<file path="src/rtl/bus_arb_pkg.sv">
// Shared definitions for the bus owner arbiter: source count, select width,
// arbiter state encoding and the hold-counter width helper.
package bus_arb_pkg;

   localparam int unsigned NUM_SRC = 8;
   localparam int unsigned SEL_W   = 3;

   typedef enum logic [1:0] {
      StIdle,
      StGrant,
      StTurn
   } arb_state_e;

   // Hold counter needs to reach MAX_HOLD-1; keep at least one bit so that
   // MAX_HOLD = 0 (unlimited) still yields a legal vector.
   function automatic int unsigned hold_cnt_w(input int unsigned max_hold);
      int unsigned w;
      w = $clog2(max_hold + 1);
      return (w < 1) ? 1 : w;
   endfunction

endpackage

</file>
<file path="src/rtl/rr_pick8.sv">
// Combinational round-robin picker: the first set request at or after last+1,
// wrapping around the eight sources.
module rr_pick8
   import bus_arb_pkg::*;
(
   input  logic [NUM_SRC-1:0] req,
   input  logic [SEL_W-1:0]   last,
   output logic               found,
   output logic [SEL_W-1:0]   idx
);

   logic [SEL_W-1:0] cand;

   // Scan last+1 .. last+8 (mod 8); the first hit wins.
   always_comb begin
      found = 1'b0;
      idx   = last;
      cand  = '0;
      for (int i = 1; i <= NUM_SRC; i++) begin
         cand = last + SEL_W'(i);
         if (!found && req[cand]) begin
            found = 1'b1;
            idx   = cand;
         end
      end
   end

endmodule

</file>
<file path="src/rtl/bus_owner_arbiter.sv">
// Round-robin owner arbiter for a shared 8:1 bus mux. Drives the mux select
// and active-low enable, floats the bus for TURN_CYCLES between owners and
// bounds contended tenures to MAX_HOLD cycles.
module bus_owner_arbiter
   import bus_arb_pkg::*;
#(
   parameter int unsigned MAX_HOLD    = 16,
   parameter int unsigned TURN_CYCLES = 1
) (
   input  logic               clk,
   input  logic               rst_n,
   input  logic [NUM_SRC-1:0] req,
   output logic [NUM_SRC-1:0] grant,
   output logic [SEL_W-1:0]   select,
   output logic               enable,
   output logic               busy
);

   localparam int unsigned HOLD_W = hold_cnt_w(MAX_HOLD);
   localparam logic [HOLD_W-1:0] HOLD_MAX =
      HOLD_W'((MAX_HOLD == 0) ? 0 : MAX_HOLD - 1);
   localparam logic [3:0] TURN_LAST = 4'(TURN_CYCLES - 1);

   arb_state_e         state_q, state_d;
   logic [NUM_SRC-1:0] grant_q, grant_d;
   logic [SEL_W-1:0]   select_q, select_d;
   logic               enable_q, enable_d;
   logic               busy_q, busy_d;
   logic [SEL_W-1:0]   last_q, last_d;
   logic [HOLD_W-1:0]  hold_q, hold_d;
   logic [3:0]         turn_q, turn_d;

   logic               pick_found;
   logic [SEL_W-1:0]   pick_idx;
   logic               owner_req;
   logic               others_wait;

   rr_pick8 u_pick (
      .req   (req),
      .last  (last_q),
      .found (pick_found),
      .idx   (pick_idx)
   );

   assign owner_req   = req[select_q];
   assign others_wait = |(req & ~grant_q);

   // Next-state and next-output logic; all bus controls move on the same edge.
   always_comb begin
      state_d  = state_q;
      grant_d  = grant_q;
      select_d = select_q;
      enable_d = enable_q;
      busy_d   = busy_q;
      last_d   = last_q;
      hold_d   = hold_q;
      turn_d   = turn_q;

      unique case (state_q)
         StIdle: begin
            if (pick_found) begin
               state_d           = StGrant;
               grant_d           = '0;
               grant_d[pick_idx] = 1'b1;
               select_d          = pick_idx;
               last_d            = pick_idx;
               enable_d          = 1'b0;
               busy_d            = 1'b1;
               hold_d            = '0;
            end
         end
         StGrant: begin
            if (!owner_req ||
                ((MAX_HOLD != 0) && (hold_q == HOLD_MAX) && others_wait)) begin
               // Release (voluntary or forced): float the bus.
               state_d  = StTurn;
               grant_d  = '0;
               enable_d = 1'b1;
               turn_d   = '0;
            end else if ((MAX_HOLD != 0) && (hold_q != HOLD_MAX)) begin
               hold_d = hold_q + 1'b1;
            end
         end
         StTurn: begin
            if (turn_q == TURN_LAST) begin
               turn_d = '0;
               if (pick_found) begin
                  state_d           = StGrant;
                  grant_d           = '0;
                  grant_d[pick_idx] = 1'b1;
                  select_d          = pick_idx;
                  last_d            = pick_idx;
                  enable_d          = 1'b0;
                  hold_d            = '0;
               end else begin
                  state_d = StIdle;
                  busy_d  = 1'b0;
               end
            end else begin
               turn_d = turn_q + 1'b1;
            end
         end
         default: begin
            state_d  = StIdle;
            grant_d  = '0;
            enable_d = 1'b1;
            busy_d   = 1'b0;
         end
      endcase
   end

   // State, counters and registered outputs; reset floats the bus at once.
   always_ff @(posedge clk or negedge rst_n) begin
      if (!rst_n) begin
         state_q  <= StIdle;
         grant_q  <= '0;
         select_q <= '0;
         enable_q <= 1'b1;
         busy_q   <= 1'b0;
         last_q   <= SEL_W'(NUM_SRC - 1);
         hold_q   <= '0;
         turn_q   <= '0;
      end else begin
         state_q  <= state_d;
         grant_q  <= grant_d;
         select_q <= select_d;
         enable_q <= enable_d;
         busy_q   <= busy_d;
         last_q   <= last_d;
         hold_q   <= hold_d;
         turn_q   <= turn_d;
      end
   end

   assign grant  = grant_q;
   assign select = select_q;
   assign enable = enable_q;
   assign busy   = busy_q;

endmodule
</file>
<file path="config.mk">
export PLATFORM = sky130hd
export DESIGN_NAME = bus_owner_arbiter
export DESIGN_NICKNAME = d
export VERILOG_FILES = /design/src/rtl/bus_arb_pkg.sv /design/src/rtl/rr_pick8.sv /design/src/rtl/bus_owner_arbiter.sv
export SDC_FILE = /design/constraint.sdc
export NUM_CORES = 1
export LEC_CHECK = 0
export CORE_MARGIN = 4
export CORE_UTILIZATION = 45
export DETAILED_ROUTE_END_ITERATION = 6
export PLACE_DENSITY_LB_ADDON = 0.08
export SLEW_MARGIN = 0
export SYNTH_ARGS = -nofsm -noshare
export SYNTH_HDL_FRONTEND = slang
export SYNTH_SLANG_ARGS = --single-unit
export TNS_END_PERCENT = 20
</file>
<file path="constraint.sdc">
create_clock -name clk -period 9.05 [get_ports clk]
set_input_delay 1.81 -clock clk [delete_from_list [all_inputs] [get_ports clk]]
set_output_delay 1.81 -clock clk [all_outputs]
set_load 0.03 [all_outputs]
</file>
==> results of run 1 <==
-- per-layer routing --
metal	share of wire	GRT usage
met1	0.47	0.268
met2	0.47	0.333
met3	0.045	0.0325
met4	0.017	0.0523
met5	0	0
-- sequential cells by signal (all words and copies together) (netlist names) --
register and cells:
select 3, state_q 2, turn_q 4, hold_q 5, last_q 3, busy 1
grant 8, enable 1
-- placed cells by master, fill, tap and decap left out, types with 3 or more instances in the layout --
master / n
nor2b_1: 3
mux2i_1: 20
clkbuf_8: 3
nand2b_1: 3
a21oi_2: 3
o31ai_1: 4
inv_1: 20
nor3_1: 5
dfstp_2: 4
ha_1: 6
dfrtp_1: 23
a32o_1: 4
o21ai_0: 6
a21oi_1: 8
xnor2_1: 4
o22ai_1: 9
nor2_1: 19
mux2_2: 6
and2_1: 7
nand2_1: 24
mux4_2: 17
a211oi_1: 4
clkdlybuf4s50_1: 22
nand4_1: 4
nand3_1: 6
-- per-stage QoR --
stage	std cells	cell area, sq um	setup WS [ps]	hold WS [ps]
after floorplan	260	2510	5070	475
after global placement	333	2720	4080	510
after detailed placement	333	2720	4130	508
after CTS	337	2760	4410	536
after global routing	337	2760	4150	554
final	337	2760	4410	530
-- cell families after synthesis --
kind of cell               after synthesis
and+or+nand+nor                         77
DFF                                     27
buffers and inverters                   41
xor gates and xnor gates                 7
muxes                                   45
AOI/OAI and AO/OA                       57
adders and majority gates                6
-- critical path: stages --
cell             delay, ps
clkdlybuf4s50_1        770
mux2i_1                270
and2_1                 230
mux4_2                 580
a41oi_2                330
and2_1                 450
nand2_1                170
o31ai_1                210
-- final timing paths --
kind | endpoint | slack (ps) | cells after the start
min in group asynchronous | turn_q[3] | 1900 | 2
min | grant[6] | 530 | 2
min reg2reg | grant[6] | 530 | 2
max | grant[6] | 4410 | 8
max reg2reg | grant[4] | 4510 | 10
max in group asynchronous | last_q[2] | 6840 | 2
-- area by class of cell --
type	instances	share of cell area
Clock inverter	1	0.00181
Clock buffer	3	0.0149
Multi-Input combinational cell	192	0.594
Inverter	21	0.0285
Timing Repair Buffer	23	0.0824
Sequential cell	27	0.246
Tap cell	70	0.0317
-- cells in the mapped netlist (all sizes together) --
cell,number,area share
mux2i,20,0.080
clkbuf,12,0.018
o31ai,4,0.012
and2,7,0.017
o41ai,1,0.0035
a22o,2,0.0070
a32o,4,0.016
nand3,7,0.016
o21ai,7,0.014
o22ai,9,0.022
a31oi,1,0.0025
a222oi,1,0.0040
nand4,4,0.010
a211o,1,0.0035
o2111a,1,0.0050
nor2,19,0.028
dfrtp,23,0.23
or3,1,0.0025
inv,21,0.031
o2111ai,2,0.0070
a22oi,1,0.0030
and2b,1,0.0030
xor2,2,0.0070
nor3,5,0.010
nand2,24,0.036
a21oi,11,0.026
a311o,1,0.0040
nor2b,4,0.013
o211ai,2,0.0060
ha,6,0.030
xnor2,5,0.025
o221ai,1,0.0035
a21o,2,0.0060
nand2b,3,0.0075
dfstp,4,0.042
mux4,18,0.16
a221oi,1,0.0035
and3,1,0.0025
buf,8,0.025
a211oi,4,0.012
mux2,7,0.033
a41oi,1,0.0065
or4,1,0.0030
==> flow_summary.toml, run 1 <==
[sta]
fin_crit_ps = 4640
setup_tns_ps = 0
fmax_mhz = 215
max_slew_margin = 0.355
finalHoldViolCount = 0
fin_crit_sh = 0.513
finalSetupViolations = 0
clock_skew_ps = 6.55
rsz0062_at_grt = "false"
worstMarginPinSlew_ps = 968
slew_violations = 0

[clock_network]
cts_max_path_buffers = 2
hold_buffers = 0
root_buffer = "clkbuf_8"
clk_pin_slew_ps = 90
htree_num_levels = 1
numClockSinks = 27
cts_tree = "built"
cts_setup_buffers = 0
cts-resized-gates = 0
cts_made_buffers = 3
clk_latency_ps = 270

[synth]
synth-seq-area-share = 0.271
synth_cell_type_count = 53
synthAdderAreaFrac = 0.0299
synthXorXnorAreaFrac = 0.0319
synth_area_sq_um = 2510
synth_warnings = 0
syn_area_per_cell_sq_um = 9.65
synth_compound_area_frac = 0.168
synth_seq_cells = 27
synthSimpleGateAreaFrac = 0.149
syn-num-nets = 276
synth_cells = 260
synth_top_family_by_area = "multiplexers"
synth.area.mux_share = 0.276

[critical_path]
worstSetupPathType = "primary input to flop"
worst_ep_arrival_time_ps = 4830
required_ps = 9240
worstPathMaxFanout = 12
start_kind = "primary input"
cp-end-kind = "flop"
rr_startpoint = "last_q[0]"
worstSetupStartpoint = "req[2]"

[floorplan]
start_util = 0.476
die_y_um = 82.7
ios = 23
die_x_um = 82.7
num_rows = 26
dieArea_sq_um = 6830
core_area_sq_um = 5270

[cells_and_area]
layout-drive-gt1-share = 0.157
multi_input_area_sq_um = 1640
synthToLayoutAreaGrowth_pct = 10.1
layout.nets = 284
seqCellArea_sq_um = 681
antenna_cells = 0
utilization = 0.524
fill_cells = 505

[min_path]
min_path_type = "flop to flop"
hp-start = "grant[6]"

[job]
drv_cap = 0

[place]
dp_hpwl_mm = 4.56
io_buffers = 22
place_congestion = 0.931

[route]
routed_wl_mm = 6.24
drc = 0
viasPerCell = 6.20
vias = 2090
final_antenna_net_count = 0
first_pass_iters = 4
drt_iter0_drc = 164
wl_per_cell_um = 18.5

[grt]
grt_pass1_vias = 2102
antenna_found_initial = 0
grt.overflow.total = 0
grt_max_degree = 28
grt_pass1_wl_mm = 10.3
grt.total_usage = 0.199

[run_status]
outcome = "completed"
Power of run 1 is left out: the tool's default activity adds up to more than one toggle a clock period on the data nets, which glitch-free logic cannot reach.
==> run 2, diff against run 1 <==
clock period = 4.25 ns   (was 9.05 ns; I/O delays follow)
==> run 2 against run 1 <==
Die area stayed put. Clock-buffer cell count unchanged. Critical endpoint is now grant[1]. Highest routed layer unchanged. Critical path type is now flop to flop. Cell area increased by 1.2%. Core utilization rose by 0.62 points. Non-clock buffer count is 4 higher.
==> flow_summary.toml, run 2 (synthesized netlist as in run 1, its figures left out) <==
[critical_path]
worst_ep_arrival_time_ps = 3790
required_ps = 4430
crit_path_top_delay_cell = "dfstp_2"
start_kind = "flop"
cp.buffers_inverters = 2
cp_cell_sequence = "inv_1 > ha_1 > buf_4 > mux2i_1 > mux2i_1 > a221oi_1 > a211oi_1 > a311o_1 > a21oi_2 > nor2_1 > a32o_1"
cp-end-kind = "flop"
cp_common_cell = "mux2i_1"
worstSetupPathType = "flop to flop"
worstPathMaxFanout = 11
crit_family = "compound AO/OA/AOI/OAI gates"
slowest_delay_ps = 570

[cells_and_area]
seqCellArea_sq_um = 681
layout-drive-gt1-share = 0.170
final_common_cell = "nand2_1"
synthToLayoutAreaGrowth_pct = 11.4
multi_input_area_sq_um = 1640
antenna_cells = 0
final_cell_mix = "nand2_1 (24), dfrtp_1 (23), clkdlybuf4s50_1 (22)"
fill_cells = 507
layout.nets = 288
largest_reg_flops = 8

[grt]
grtUsageMet3 = 0.0521
grt_max_degree = 28
grt_pass1_vias = 1937
grt.overflow.total = 0
met1_usage = 0.280
antenna_found_initial = 0
grt.total_usage = 0.194
gr-usage-met2 = 0.301
grt_pass1_wl_mm = 10.1
top_usage_layer = "met2"

[place]
io_buffers = 22
dp_hpwl_mm = 4.59
place_congestion = 0.965

[clock_network]
numClockSinks = 27
cts_setup_buffers = 0
cts-resized-gates = 0
cts_made_buffers = 3
clk_pin_slew_ps = 100
cts_tree = "built"
root_buffer = "clkbuf_8"
hold_buffers = 0
htree_num_levels = 1
cts_max_path_buffers = 2
clk_latency_ps = 270

[floorplan]
die_y_um = 82.7
ios = 23
num_rows = 26
dieArea_sq_um = 6830
core_area_sq_um = 5270
die_x_um = 82.7
start_util = 0.476

[run_status]
outcome = "completed"

[route]
vias = 2054
final_antenna_net_count = 0
wl_per_cell_um = 17.8
drc = 0
routed_wl_mm = 6.06
drt_iter0_drc = 161
viasPerCell = 6.02
first_pass_iters = 4

[min_path]
min_path_type = "flop to flop"

[sta]
finalSetupViolations = 0
slew_violations = 0
max_slew_margin = 0.594
finalHoldViolCount = 0
fin_crit_sh = 0.850
clock_skew_ps = 8.47
fmax_mhz = 277
worstMarginPinSlew_ps = 605
rsz0062_at_grt = "false"
setup_tns_ps = 0
fin_crit_ps = 3610

[job]
drv_cap = 0
## run 2: changes by cell type in the layout (fill, tap and decap cells not counted)
cell        previous run  this run
clkinvlp_4             0         1
buf_4                  1         5
clkinv_2               1         0
## run 2: cell type report
class,count,area share
flip-flops and latches,27,0.244
multi-input cells,192,0.587
repair buffers,27,0.0922
inverters,21,0.0282
clock inverters,1,0.00269
clock buffers,3,0.0148
well taps,70,0.0313
## run 2: metal layers
metal,part of all wire,vias to the layer above
li1,-,990
met1,0.46,992
met2,0.46,70
met3,0.078,2
met4,0.0028,0
met5,0,-
## run 2: worst paths after layout
| kind | slack, ps | to | startpoint | cells after the start |
|---|---|---|---|---|
| min in group asynchronous | 950 | grant[0] | rst_n | 2 |
| min | 530 | grant[2] | grant[2] | 2 |
| max | 640 | grant[1] | last_q[0] | 11 |
| max reg2reg | 640 | grant[1] | last_q[0] | 11 |
| max in group asynchronous | 3000 | enable | rst_n | 2 |
| min reg2reg | 530 | grant[2] | grant[2] | 2 |
## run 2: stage by stage
stage | worst slack (ps) | cell area, sq um | utilization | hold slack (ps) | cells
floorplan | 405 | 2510 | - | 475 | 260
global placement | 441 | 2750 | 0.521 | 503 | 337
detailed placement | 492 | 2750 | 0.521 | 505 | 337
CTS | 684 | 2800 | 0.530 | 533 | 341
global route | 430 | 2800 | 0.530 | 563 | 341
finish | 637 | 2800 | 0.530 | 527 | 341
## run 2: worst reg2reg max path, cell delays in order, from the launching register on
cell and delay (ps):
dfstp_2 570, inv_1 110, ha_1 570, buf_4 250
mux2i_1 290, mux2i_1 200, a221oi_1 330, a211oi_1 120
a311o_1 370, a21oi_2 350, nor2_1 100, a32o_1 260
Power of run 2 is left out for the same reason.
